===== src/rtl/adc_multi_capture_pkg.sv =====
// Shared types and helpers for the multi-channel ADC capture stage.
package adc_cap_pkg;

    typedef enum logic {
        IDLE = 1'b0,
        SEND = 1'b1
    } state_t;

    localparam int OVF_W = 16;

    // Requested decimation exponents above the supported maximum saturate.
    function automatic int unsigned clamp_shift(input int unsigned req,
                                                input int unsigned max_shift);
        return (req > max_shift) ? max_shift : req;
    endfunction

endpackage


===== src/rtl/adc_multi_capture_if.sv =====
// Output beat stream of the capture stage.
// Handshake: a beat transfers on a clock edge where m_valid && m_ready; while
// m_valid is high and m_ready low every beat field holds its value; m_ready
// with m_valid low has no effect.
interface adc_cap_stream_if #(
    parameter int DATA_W = 16,
    parameter int CH_W   = 4
);
    logic              m_valid;
    logic              m_ready;
    logic [DATA_W-1:0] m_data;
    logic [CH_W-1:0]   m_chan;
    logic              m_sof;
    logic              m_eof;

    modport master (
        output m_valid, m_data, m_chan, m_sof, m_eof,
        input  m_ready
    );

    modport slave (
        input  m_valid, m_data, m_chan, m_sof, m_eof,
        output m_ready
    );
endinterface


===== src/rtl/adc_boxcar_acc.sv =====
// One channel's boxcar accumulator; the result is the window sum including
// the current sample, arithmetically shifted down to DATA_W.
module adc_boxcar_acc
    import adc_cap_pkg::*;
#(
    parameter int DATA_W    = 16,
    parameter int MAX_SHIFT = 7,
    parameter int SH_W      = $clog2(MAX_SHIFT + 1)
) (
    input  logic              clk_i,
    input  logic              rst_ni,
    input  logic              clear_i,
    input  logic              accept_i,
    input  logic              dump_i,
    input  logic [SH_W-1:0]   shift_i,
    input  logic [DATA_W-1:0] sample_i,
    output logic [DATA_W-1:0] result_o
);
    localparam int ACC_W = DATA_W + MAX_SHIFT;

    logic signed [ACC_W-1:0] acc_q;
    logic signed [ACC_W-1:0] acc_d;
    logic signed [ACC_W-1:0] sum;
    logic signed [ACC_W-1:0] shifted;

    // ACC_W is sized so 2^MAX_SHIFT full-scale samples cannot wrap.
    assign sum      = acc_q + $signed({{MAX_SHIFT{sample_i[DATA_W-1]}}, sample_i});
    assign shifted  = sum >>> shift_i;
    assign result_o = shifted[DATA_W-1:0];

    always_comb begin
        acc_d = acc_q;
        if (clear_i) begin
            acc_d = '0;
        end else if (accept_i) begin
            acc_d = dump_i ? '0 : sum;
        end
    end

    always_ff @(posedge clk_i or negedge rst_ni) begin
        if (!rst_ni) begin
            acc_q <= '0;
        end else begin
            acc_q <= acc_d;
        end
    end

endmodule


===== src/rtl/adc_multi_capture.sv =====
// Multi-channel ADC capture: per-channel boxcar decimation by 2^dec_shift and
// frame serialisation onto a valid/ready stream. Optional test pattern source
// is compiled in with `define CAP_TESTPAT_EN.
module adc_multi_capture
    import adc_cap_pkg::*;
#(
    parameter int NUM_CH    = 16,
    parameter int DATA_W    = 16,
    parameter int MAX_SHIFT = 7,
    parameter int CH_W      = $clog2(NUM_CH),
    parameter int SH_W      = $clog2(MAX_SHIFT + 1)
) (
    input  logic                     CLK,
    input  logic                     RESET_n,
    input  logic                     enable,
    input  logic [SH_W-1:0]          dec_shift,
    input  logic                     test_mode,
    input  logic                     sample_valid,
    input  logic [NUM_CH*DATA_W-1:0] sample_data,
    adc_cap_stream_if.master         m,
    output logic [OVF_W-1:0]         ovf_count,
    output logic                     busy
);
    logic                     accept;
    logic                     dump;
    logic [SH_W-1:0]          shift_req;
    logic [SH_W-1:0]          eff_shift;
    logic [SH_W-1:0]          shift_q;
    logic [MAX_SHIFT-1:0]     cnt_q;
    logic [MAX_SHIFT:0]       win_last;
    logic [NUM_CH*DATA_W-1:0] sample_in;
    logic [NUM_CH*DATA_W-1:0] result;

    state_t                   state_q, state_d;
    logic [CH_W-1:0]          ch_idx_q, ch_idx_d;
    logic [OVF_W-1:0]         ovf_q, ovf_d;
    logic [DATA_W-1:0]        shadow_q [NUM_CH];
    logic                     load;
    logic                     drop;
    logic                     hs;
    logic                     last_beat;

    assign accept    = sample_valid && enable;
    assign shift_req = SH_W'(clamp_shift(32'(dec_shift), MAX_SHIFT));
    // The window length is fixed by the exponent seen on its first sample.
    assign eff_shift = (cnt_q == '0) ? shift_req : shift_q;
    assign win_last  = ((MAX_SHIFT+1)'(1) << eff_shift) - (MAX_SHIFT+1)'(1);
    assign dump      = accept && ({1'b0, cnt_q} == win_last);

`ifdef CAP_TESTPAT_EN
    logic [DATA_W-1:0] tp_cnt_q;

    always_ff @(posedge CLK or negedge RESET_n) begin
        if (!RESET_n) begin
            tp_cnt_q <= '0;
        end else if (accept) begin
            tp_cnt_q <= tp_cnt_q + DATA_W'(1);
        end
    end

    always_comb begin
        sample_in = sample_data;
        if (test_mode) begin
            for (int c = 0; c < NUM_CH; c++) begin
                sample_in[c*DATA_W +: DATA_W] = tp_cnt_q + DATA_W'(c);
            end
        end
    end
`else
    assign sample_in = sample_data;
`endif

    always_ff @(posedge CLK or negedge RESET_n) begin
        if (!RESET_n) begin
            cnt_q   <= '0;
            shift_q <= '0;
        end else begin
            if (!enable) begin
                cnt_q <= '0;
            end else if (accept) begin
                cnt_q <= dump ? '0 : cnt_q + MAX_SHIFT'(1);
            end
            if (accept && cnt_q == '0) begin
                shift_q <= shift_req;
            end
        end
    end

    for (genvar c = 0; c < NUM_CH; c++) begin : g_ch
        adc_boxcar_acc #(
            .DATA_W    (DATA_W),
            .MAX_SHIFT (MAX_SHIFT),
            .SH_W      (SH_W)
        ) u_acc (
            .clk_i    (CLK),
            .rst_ni   (RESET_n),
            .clear_i  (!enable),
            .accept_i (accept),
            .dump_i   (dump),
            .shift_i  (eff_shift),
            .sample_i (sample_in[c*DATA_W +: DATA_W]),
            .result_o (result[c*DATA_W +: DATA_W])
        );
    end

    assign hs        = (state_q == SEND) && m.m_ready;
    assign last_beat = (ch_idx_q == CH_W'(NUM_CH - 1));

    always_comb begin
        state_d  = state_q;
        ch_idx_d = ch_idx_q;
        load     = 1'b0;
        drop     = 1'b0;
        case (state_q)
            IDLE: begin
                if (dump) begin
                    load     = 1'b1;
                    ch_idx_d = '0;
                    state_d  = SEND;
                end
            end
            SEND: begin
                // A frame landing on the final handshake chains on with no gap.
                if (hs && last_beat) begin
                    ch_idx_d = '0;
                    if (dump) begin
                        load = 1'b1;
                    end else begin
                        state_d = IDLE;
                    end
                end else begin
                    if (hs) begin
                        ch_idx_d = ch_idx_q + CH_W'(1);
                    end
                    drop = dump;
                end
            end
            default: begin
                state_d  = IDLE;
                ch_idx_d = '0;
            end
        endcase
    end

    always_comb begin
        ovf_d = ovf_q;
        if (drop && ovf_q != '1) begin
            ovf_d = ovf_q + OVF_W'(1);
        end
    end

    always_ff @(posedge CLK or negedge RESET_n) begin
        if (!RESET_n) begin
            state_q  <= IDLE;
            ch_idx_q <= '0;
            ovf_q    <= '0;
            for (int c = 0; c < NUM_CH; c++) begin
                shadow_q[c] <= '0;
            end
        end else begin
            state_q  <= state_d;
            ch_idx_q <= ch_idx_d;
            ovf_q    <= ovf_d;
            if (load) begin
                for (int c = 0; c < NUM_CH; c++) begin
                    shadow_q[c] <= result[c*DATA_W +: DATA_W];
                end
            end
        end
    end

    assign m.m_valid = (state_q == SEND);
    assign m.m_data  = (state_q == SEND) ? shadow_q[ch_idx_q] : '0;
    assign m.m_chan  = ch_idx_q;
    assign m.m_sof   = (state_q == SEND) && (ch_idx_q == '0);
    assign m.m_eof   = (state_q == SEND) && last_beat;
    assign ovf_count = ovf_q;
    assign busy      = (state_q == SEND);

endmodule


===== src/flat_wrapper.sv =====
// flat-port wrapper written by rule: the top's interface ports become plain ports
module adc_multi_capture_flat import adc_cap_pkg::*;
#(
    parameter int NUM_CH    = 16,
    parameter int DATA_W    = 16,
    parameter int MAX_SHIFT = 7,
    parameter int CH_W      = $clog2(NUM_CH),
    parameter int SH_W      = $clog2(MAX_SHIFT + 1)
)
  (CLK, RESET_n, enable, dec_shift, test_mode, sample_valid, sample_data, ovf_count, busy, m_m_valid, m_m_data, m_m_chan, m_m_sof, m_m_eof, m_m_ready);
  adc_cap_stream_if #(.DATA_W(DATA_W), .CH_W(CH_W)) m_i ();
  input  logic CLK;
  input  logic RESET_n;
  input  logic enable;
  input  logic [SH_W-1:0] dec_shift;
  input  logic test_mode;
  input  logic sample_valid;
  input  logic [NUM_CH*DATA_W-1:0] sample_data;
  output logic [OVF_W-1:0] ovf_count;
  output logic busy;
  output wire logic [$bits(m_i.m_valid)-1:0] m_m_valid;
  output wire logic [$bits(m_i.m_data)-1:0] m_m_data;
  output wire logic [$bits(m_i.m_chan)-1:0] m_m_chan;
  output wire logic [$bits(m_i.m_sof)-1:0] m_m_sof;
  output wire logic [$bits(m_i.m_eof)-1:0] m_m_eof;
  input wire logic [$bits(m_i.m_ready)-1:0] m_m_ready;
  assign m_m_valid = m_i.m_valid;
  assign m_m_data = m_i.m_data;
  assign m_m_chan = m_i.m_chan;
  assign m_m_sof = m_i.m_sof;
  assign m_m_eof = m_i.m_eof;
  assign m_i.m_ready = m_m_ready;
  adc_multi_capture #(.NUM_CH(NUM_CH), .DATA_W(DATA_W), .MAX_SHIFT(MAX_SHIFT), .CH_W(CH_W), .SH_W(SH_W)) u_core (.CLK(CLK), .RESET_n(RESET_n), .enable(enable), .dec_shift(dec_shift), .test_mode(test_mode), .sample_valid(sample_valid), .sample_data(sample_data), .m(m_i), .ovf_count(ovf_count), .busy(busy));
endmodule

===== config.mk =====
export PLATFORM = sky130hd
export DESIGN_NAME = adc_multi_capture_flat
export DESIGN_NICKNAME = d
export VERILOG_FILES = /design/src/rtl/adc_multi_capture_pkg.sv /design/src/rtl/adc_multi_capture_if.sv /design/src/rtl/adc_boxcar_acc.sv /design/src/rtl/adc_multi_capture.sv /design/src/flat_wrapper.sv
export SDC_FILE = /design/constraint.sdc
export NUM_CORES = 2
export LEC_CHECK = 0
export CAP_MARGIN = 20
export CORE_UTILIZATION = 56
export DETAILED_ROUTE_END_ITERATION = 6
export MAX_ROUTING_LAYER = met4
export PLACE_DENSITY = 0.79
export SLEW_MARGIN = 20
export SYNTH_ARGS = -nofsm -noshare
export SYNTH_HDL_FRONTEND = slang
export SYNTH_SLANG_ARGS = --single-unit

===== constraint.sdc =====
create_clock -name CLK -period 5.17 [get_ports CLK]
set_input_delay 1.2925 -clock CLK [delete_from_list [all_inputs] [get_ports CLK]]
set_output_delay 1.2925 -clock CLK [all_outputs]
set_load 0.01 [all_outputs]

[Yosys cells after proc, flatten, opt, wreduce, memory -nomap -nowiden]
Index checks and enable logic that the tools add are counted.
Word-level totals
  memory bits (writable): 0
  ROM bits: 0
  logic and storage cells: 161
  output and inout port bits: 40
  register bits after elaboration: 655
  memories kept: 0
  input port bits: 265
  bits in latches: 0
Cells by class
  eq/ne operators: 6
  divide/modulo/power cells: 0
  reduce and logical (&&, ||, !) cells: 11
  bitwise gates (word level): 2
  order comparisons: 1
  $mul: 0
  muxes and demuxes: 67
  shifts and indexed selects: 17
  $add $sub $neg: 20
Operators with widths (number)
  $mux 23: 48
  $add 23x16->23: 16
  $sshr 23x3->16: 16
  $bmux 16 s4: 1
  $mux 16: 3
  $mux 7: 3
  $add 16x1->16 const B: 1
  $ne 16x16->1 const B: 1
  $mux 4: 3
  $eq 7x8->1: 1
  $logic_and 1x1->1: 8
  $pmux 4 s2: 1
  $shl 1x3->8 const A: 1
  $sub 8x2->8 const B: 1
  $add 7x1->7 const B: 1
  $logic_not 7->1: 1
  $ge 5x5->1 const B: 1
  $mux 1: 5
  $not 4->5: 1
  $add 4x1->4 const B: 1
  $eq 4x4->1 const B: 1
  $logic_not 4->1: 1
  $ne 2x1->1 const B: 2
  $pmux 1 s2: 2
  other kinds (4): 4

[Longest topological paths before layout]
  word-level depth: 9
  depth in mapped cells: 22
  depth with buffers taken out: 18

[By module]
From an unflattened synthesis, not the netlist that was laid out.
Unflattened totals
  cells, all modules: 6071
  area total of the unflattened synthesis: 59046.6 um2
By module, submodules not included
  adc_boxcar_acc at u_core.g_ch[10].u_acc ...: seq. area each 575.6 um2, cells each 327, area an instance 2924.1 um2, times used 6
  adc_multi_capture: seq. area each 7181.9 um2, cells each 895, area an instance 14592.7 um2, times used 1
  adc_boxcar_acc at u_core.g_ch[1].u_acc ...: seq. area each 575.6 um2, cells each 325, area an instance 2637.5 um2, times used 5
  adc_boxcar_acc at u_core.g_ch[6].u_acc ...: seq. area each 575.6 um2, cells each 315, area an instance 2745.1 um2, times used 4
  adc_boxcar_acc at u_core.g_ch[0].u_acc: seq. area each 575.6 um2, cells each 329, area an instance 2741.4 um2, times used 1

[Least setup slack after synthesis]
OpenSTA, ideal clock, no wires.
  path kind: input -> register
  start point: in dec_shift[0]
  end point: reg u_core.shadow_q[218] (netlist bit)
  stages on the path: 17
  library setup time: 121 ps
  buffers on the path: 6
  data arrival time: 4827 ps
  required time: 5049 ps
  path slack: 221 ps
  path through: mux2_2 > clkbuf_1 > clkbuf_1 > clkbuf_1 > nand2_1 > ha_1 > xor2_1 > mux2i_1 > o221ai_1 > o21ai_0 > a21o_1 > or4_1 > clkbuf_1 > buf_2 > clkbuf_1 > a22oi_1 > nand2_1
Between the ends
  longest elaborated chain between the ends: 8
  elaborated cells between the ends (all ways): 9
  classes of those cells: add/sub (1); eq/ne (1); shift (2); mux (4); reduce/logical (1)
RTL lines
  start: declaration: RTL line flat_wrapper.sv:15  | input logic [SH_W-1:0] dec_shift;
  $mux 3 (*): RTL line adc_multi_capture.sv:46  | assign eff_shift = (cnt_q == '0) ? shift_req : shift_q;
  $shl 1x3->8: RTL line adc_multi_capture.sv:47  | assign win_last = ((MAX_SHIFT+1)'(1) << eff_shift) - (MAX_SHIFT+1)'(1);
  $sub 8x2->8: RTL line adc_multi_capture.sv:47
  $eq 7x8->1: RTL line adc_multi_capture.sv:48  | assign dump = accept && ({1'b0, cnt_q} == win_last);
  $logic_and 1x1->1: RTL line adc_multi_capture.sv:48
  $mux 1: RTL line adc_multi_capture.sv:116, adc_multi_capture.sv:126
  $mux 1: RTL line adc_multi_capture.sv:124  | if (hs && last_beat) begin
  $pmux 1 s2: RTL line adc_multi_capture.sv:114  | case (state_q)
  end signal: indexed assignment: RTL line adc_multi_capture.sv:166  | shadow_q[c] <= result[c*DATA_W +: DATA_W];
  end: declaration: RTL line adc_multi_capture.sv:37  | logic [DATA_W-1:0] shadow_q [NUM_CH];
Every way passes the cells marked *; elsewhere a longest branch is shown, timed or not.
A chain may end at the register's enable or synchronous reset.

[Final worst setup path]
  start point: reg u_core.ch_idx_q[0], in the netlist u_core.m.m_chan[0]
  end point: out m_m_data[2]
Between the ends
  longest elaborated chain between the ends: 5
RTL lines
  start: declaration: RTL line adc_multi_capture.sv:35  | logic [CH_W-1:0] ch_idx_q, ch_idx_d;
  start signal: assignment: RTL line adc_multi_capture.sv:162  | ch_idx_q <= ch_idx_d;
  $not 4->5 (not written as such): RTL line adc_multi_capture.sv:173  | assign m.m_data = (state_q == SEND) ? shadow_q[ch_idx_q] : '0;
  $bmux 16 s4: RTL line adc_multi_capture.sv:173
  $mux 16 (not written as such) (2 in series): RTL line adc_multi_capture.sv:173
  $mux 16: RTL line adc_multi_capture.sv:173
  end: declaration: RTL line flat_wrapper.sv:22  | output wire logic [$bits(m_i.m_data)-1:0] m_m_data;
Every way passes these cells. The select of a mux whose other input is x is not followed.

==> results.yml <==
synth:
  yosys.area.top_type_share_pct: 30.7
  yosysMostFrequentCell: "nand2_1"
  ys.flop_type: "dfrtp_1"
  yosysSeqAreaShare_pct: 30.7
  synth-xor-area-share_pct: 5.26
  synth_compound_area_share_pct: 30.0
  ys_async_sr_fraction_pct: 100
  synth_top_family_by_area: "compound AO/OA/AOI/OAI gates"
  synth-seq-cells: 655
  yosysUniqueCellTypes: 97
  synth_fa_ha_area_share_pct: 8.98
  avgSynthCellArea_um2: 8.53
  synth_edf_count: 0
  synth_area_leaders: "dfrtp_1 (31%), ha_1 (8.4%), nand2_1 (5.4%), a21oi_1 (5.2%), o21ai_0 (4.4%)"
  syn_area_um2: 53500
  ys_top_cells_by_count: "nand2_1 (774), dfrtp_1 (655), a21oi_1 (556)"
  synth-simple-area-share_pct: 14.7
  syn_inst: 6268
  ys.warnings.count: 0
  synth_fp_nets: 6907
  yosys.area.top_type: "dfrtp_1"
  synth.mux.area_fraction_pct: 6.91
global_routing:
  globalRouteOverflowTotal: 0
  grt_max_degree: 150
  grt_pass1_vias: 50800
  grt_usage_pct: 39.5
  grt_pass1_wl_mm: 295
  antenna_found_initial: 10
placed_design:
  dp_hpwl_mm: 138
  placed_area_um2: 59200
  numPortBuffers: 303
  globalplace.congestion: 1.09
setup_path:
  worstReg2RegEnd: "u_core.shadow_q[243]$_DFFE_PN0P_"
  slowest_delay_ns: 0.83
  cp.required_ns: 3.88
  rr_worst_depth: 19
  crit_family: "multiplexers"
  cp-end-kind: "output pin"
  path_buf_inv: 2
  slowest_stage: "dfrtp_4"
  worst-path-max-fanout: 28
  rr_startpoint: "u_core.cnt_q[0]$_DFFE_PN0P_"
  crit_arrival_ns: 3.69
  criticalPathCategory: "reg -> out"
  rrSetupSlack_ns: 0.37
  crit_top_cell: "mux4_2"
  worst_setup_path_start_kind: "register"
  path_cells: "buf_12, mux4_2, mux4_2, and2_1, clkdlybuf4s50_1"
floorplanning:
  io_pins: 305
  start_util_pct: 56.9
  die_y_um: 311
  dieArea_um2: 96700
  dieWidth_um: 311
  coreArea_um2: 93900
  row_count: 112
detailed_routing:
  ant_nets: 0
  drt-total-wl_mm: 190
  first_iter_violations: 5782
  drc_errors: 0
  wire_per_inst_um: 24.2
  num_vias: 53300
  viasPerCell: 6.79
  firstDrtPassIters: 6
cts:
  cts-resized-gates: 0
  clock_path_buffers: 3
  clkTransAtPathRegs_ns: 0.06
  clock-sinks: 655
  cts_tree: "done"
  clock_latency_ns: 0.67
  h-tree-depth: 3
  hold_buffers: 0
  numCtsBuffers: 81
  post_cts_buffers: 0
  root_buffer: "clkbuf_16"
timing:
  relSlewSlack_pct: 28.5
  setup_viol: 0
  finalCritPeriodShare_pct: 96.4
  tightest_slew_ns: 1.07
  timing.fmax_mhz: 201
  hold_violations: 0
  rsz0062_at_grt: "no"
  drv_slew: 0
  min_period_ns: 4.98
  fin_worst_skew_ns: 0.0199
power:
  p_clk_share_pct: 22.2
  p_int_uw: 15400
  swShare_pct: 44.2
  power.share.combinational_pct: 51.0
  p_sw_uw: 12200
  power_uw: 27700
  power.share.sequential_pct: 26.8
  p_leak_uw: 0.0281
  powerDensity_nw_per_um2: 446
  peakVddDrop_mv: 0.280
finish:
  finalInstanceArea_um2: 62000
  nets: 7148
  syn_to_final_growth_pct: 16.0
  drive_gt1_share_pct: 9.18
  fillers: 7816
worst_hold_path:
  hold_end: "u_core.shadow_q[199]$_DFFE_PN0P_"
  holdPathStages: 2
  min_from: "u_core.shadow_q[199]$_DFFE_PN0P_"
  hp-class: "reg -> reg"
outcome:
  outcome: "finished, final reports clean"
job:
  cap_violations: 0
==> metal layers <==
layer | GRT usage (%) | wire length, um | vias to the layer above
met5 | - | 0 | -
met3 | 8.26 | 17900 | 574
met1 | 51.1 | 77700 | 25900
li1 | - | - | 24100
met4 | 17.4 | 9440 | 0
met2 | 59.9 | 84800 | 2719
==> metrics by stage <==
step	std cells	TNS, ns	setup WS, ns	utilization [%]	hold WS [ns]
2_1_floorplan	6268	0	0.221	-	0.433
3_5_place_dp	7680	-0.0564	-0.0464	63.0	0.451
4_1_cts	7825	0	0.187	66.0	0.463
5_1_grt	7833	0	0.0293	66.0	0.494
6_report	7838	0	0.188	66.1	0.462
3_3_place_gp	7680	0	0.0763	63.0	0.448
==> sequential cells by signal, indices dropped and copies added (netlist names) <==
name,cells
u_core.busy,1
u_core.cnt_q,7
u_core.g_ch.u_acc.acc_q,368
u_core.m.m_chan,4
u_core.ovf_count,16
u_core.shadow_q,256
u_core.shift_q,3
==> area by class of cell <==
class,count,area (um2),area share [%]
Multi-Input combinational cell,5127,35300,57.0
Inverter,93,349,0.563
Tap cell,1254,1570,2.53
Sequential cell,655,16400,26.4
Clock inverter,31,373,0.601
Antenna cell,13,32.5,0.0525
Clock buffer,114,2450,3.94
Timing Repair Buffer,551,5510,8.89
==> worst register-to-register path: cells and delay by family, from the launching register on <==
kind                       cells  cell delay [ns]
and+or+nand+nor                4             1.41
adders and majority gates      2             0.37
buffers and inverters          4             0.69
xor gates and xnor gates       1             0.30
muxes                          2             0.49
AOI/OAI and AO/OA              6             0.97
DFF                            1             0.47
==> power by group through the flow <==
| stage | combinational, uW | clock, uW | sequential, uW |
|---|---|---|---|
| after detailed placement | 13600 | 0 | 7390 |
| after global routing | 15100 | 6370 | 7480 |
| after global placement | 13400 | 0 | 7360 |
| final | 14100 | 6140 | 7410 |
| after floorplan | 9290 | 0 | 6820 |
| after CTS | 13700 | 6180 | 7330 |
==> cells in the final DEF (no fill, tap or decap), types with 130 or more instances in the layout <==
master,Yosys,layout
a211oi_1,130,130
a21o_1,149,149
a21oi_1,556,556
a22o_1,250,250
buf_4,2,199
clkdlybuf4s50_1,0,302
dfrtp_1,655,653
ha_1,358,358
nand2_1,774,773
nor2_1,491,482
o21ai_0,470,470
xnor2_1,180,180
xor2_1,141,141
==> how the worst max path moves through the flow <==
stage	startpoint	endpoint	slack [ns]	cells after the start
2_1_floorplan	dec_shift[0]	u_core.shadow_q[218]$_DFFE_PN0P_	0.22	17
3_3_place_gp	dec_shift[2]	u_core.shadow_q[243]$_DFFE_PN0P_	0.08	16
3_5_place_dp	dec_shift[0]	u_core.shadow_q[243]$_DFFE_PN0P_	-0.05	17
4_1_cts	u_core.m.m_chan[0]$_DFFE_PN0P_	m_m_data[2]	0.19	5
5_1_grt	u_core.cnt_q[0]$_DFFE_PN0P_	u_core.shadow_q[79]$_DFFE_PN0P_	0.03	19
6_report	u_core.m.m_chan[0]$_DFFE_PN0P_	m_m_data[2]	0.19	5
==> kinds of logic after synthesis <==
logic type	after synthesis
adder cells (fa/ha/maj)	374
multiplexers	257
flip-flops	655
buffers and inverters	486
AO/OA/AOI/OAI	2403
AND/OR/NAND/NOR	1772
XOR/XNOR	321
No activity file was read; power rests on OpenSTA's default activity.
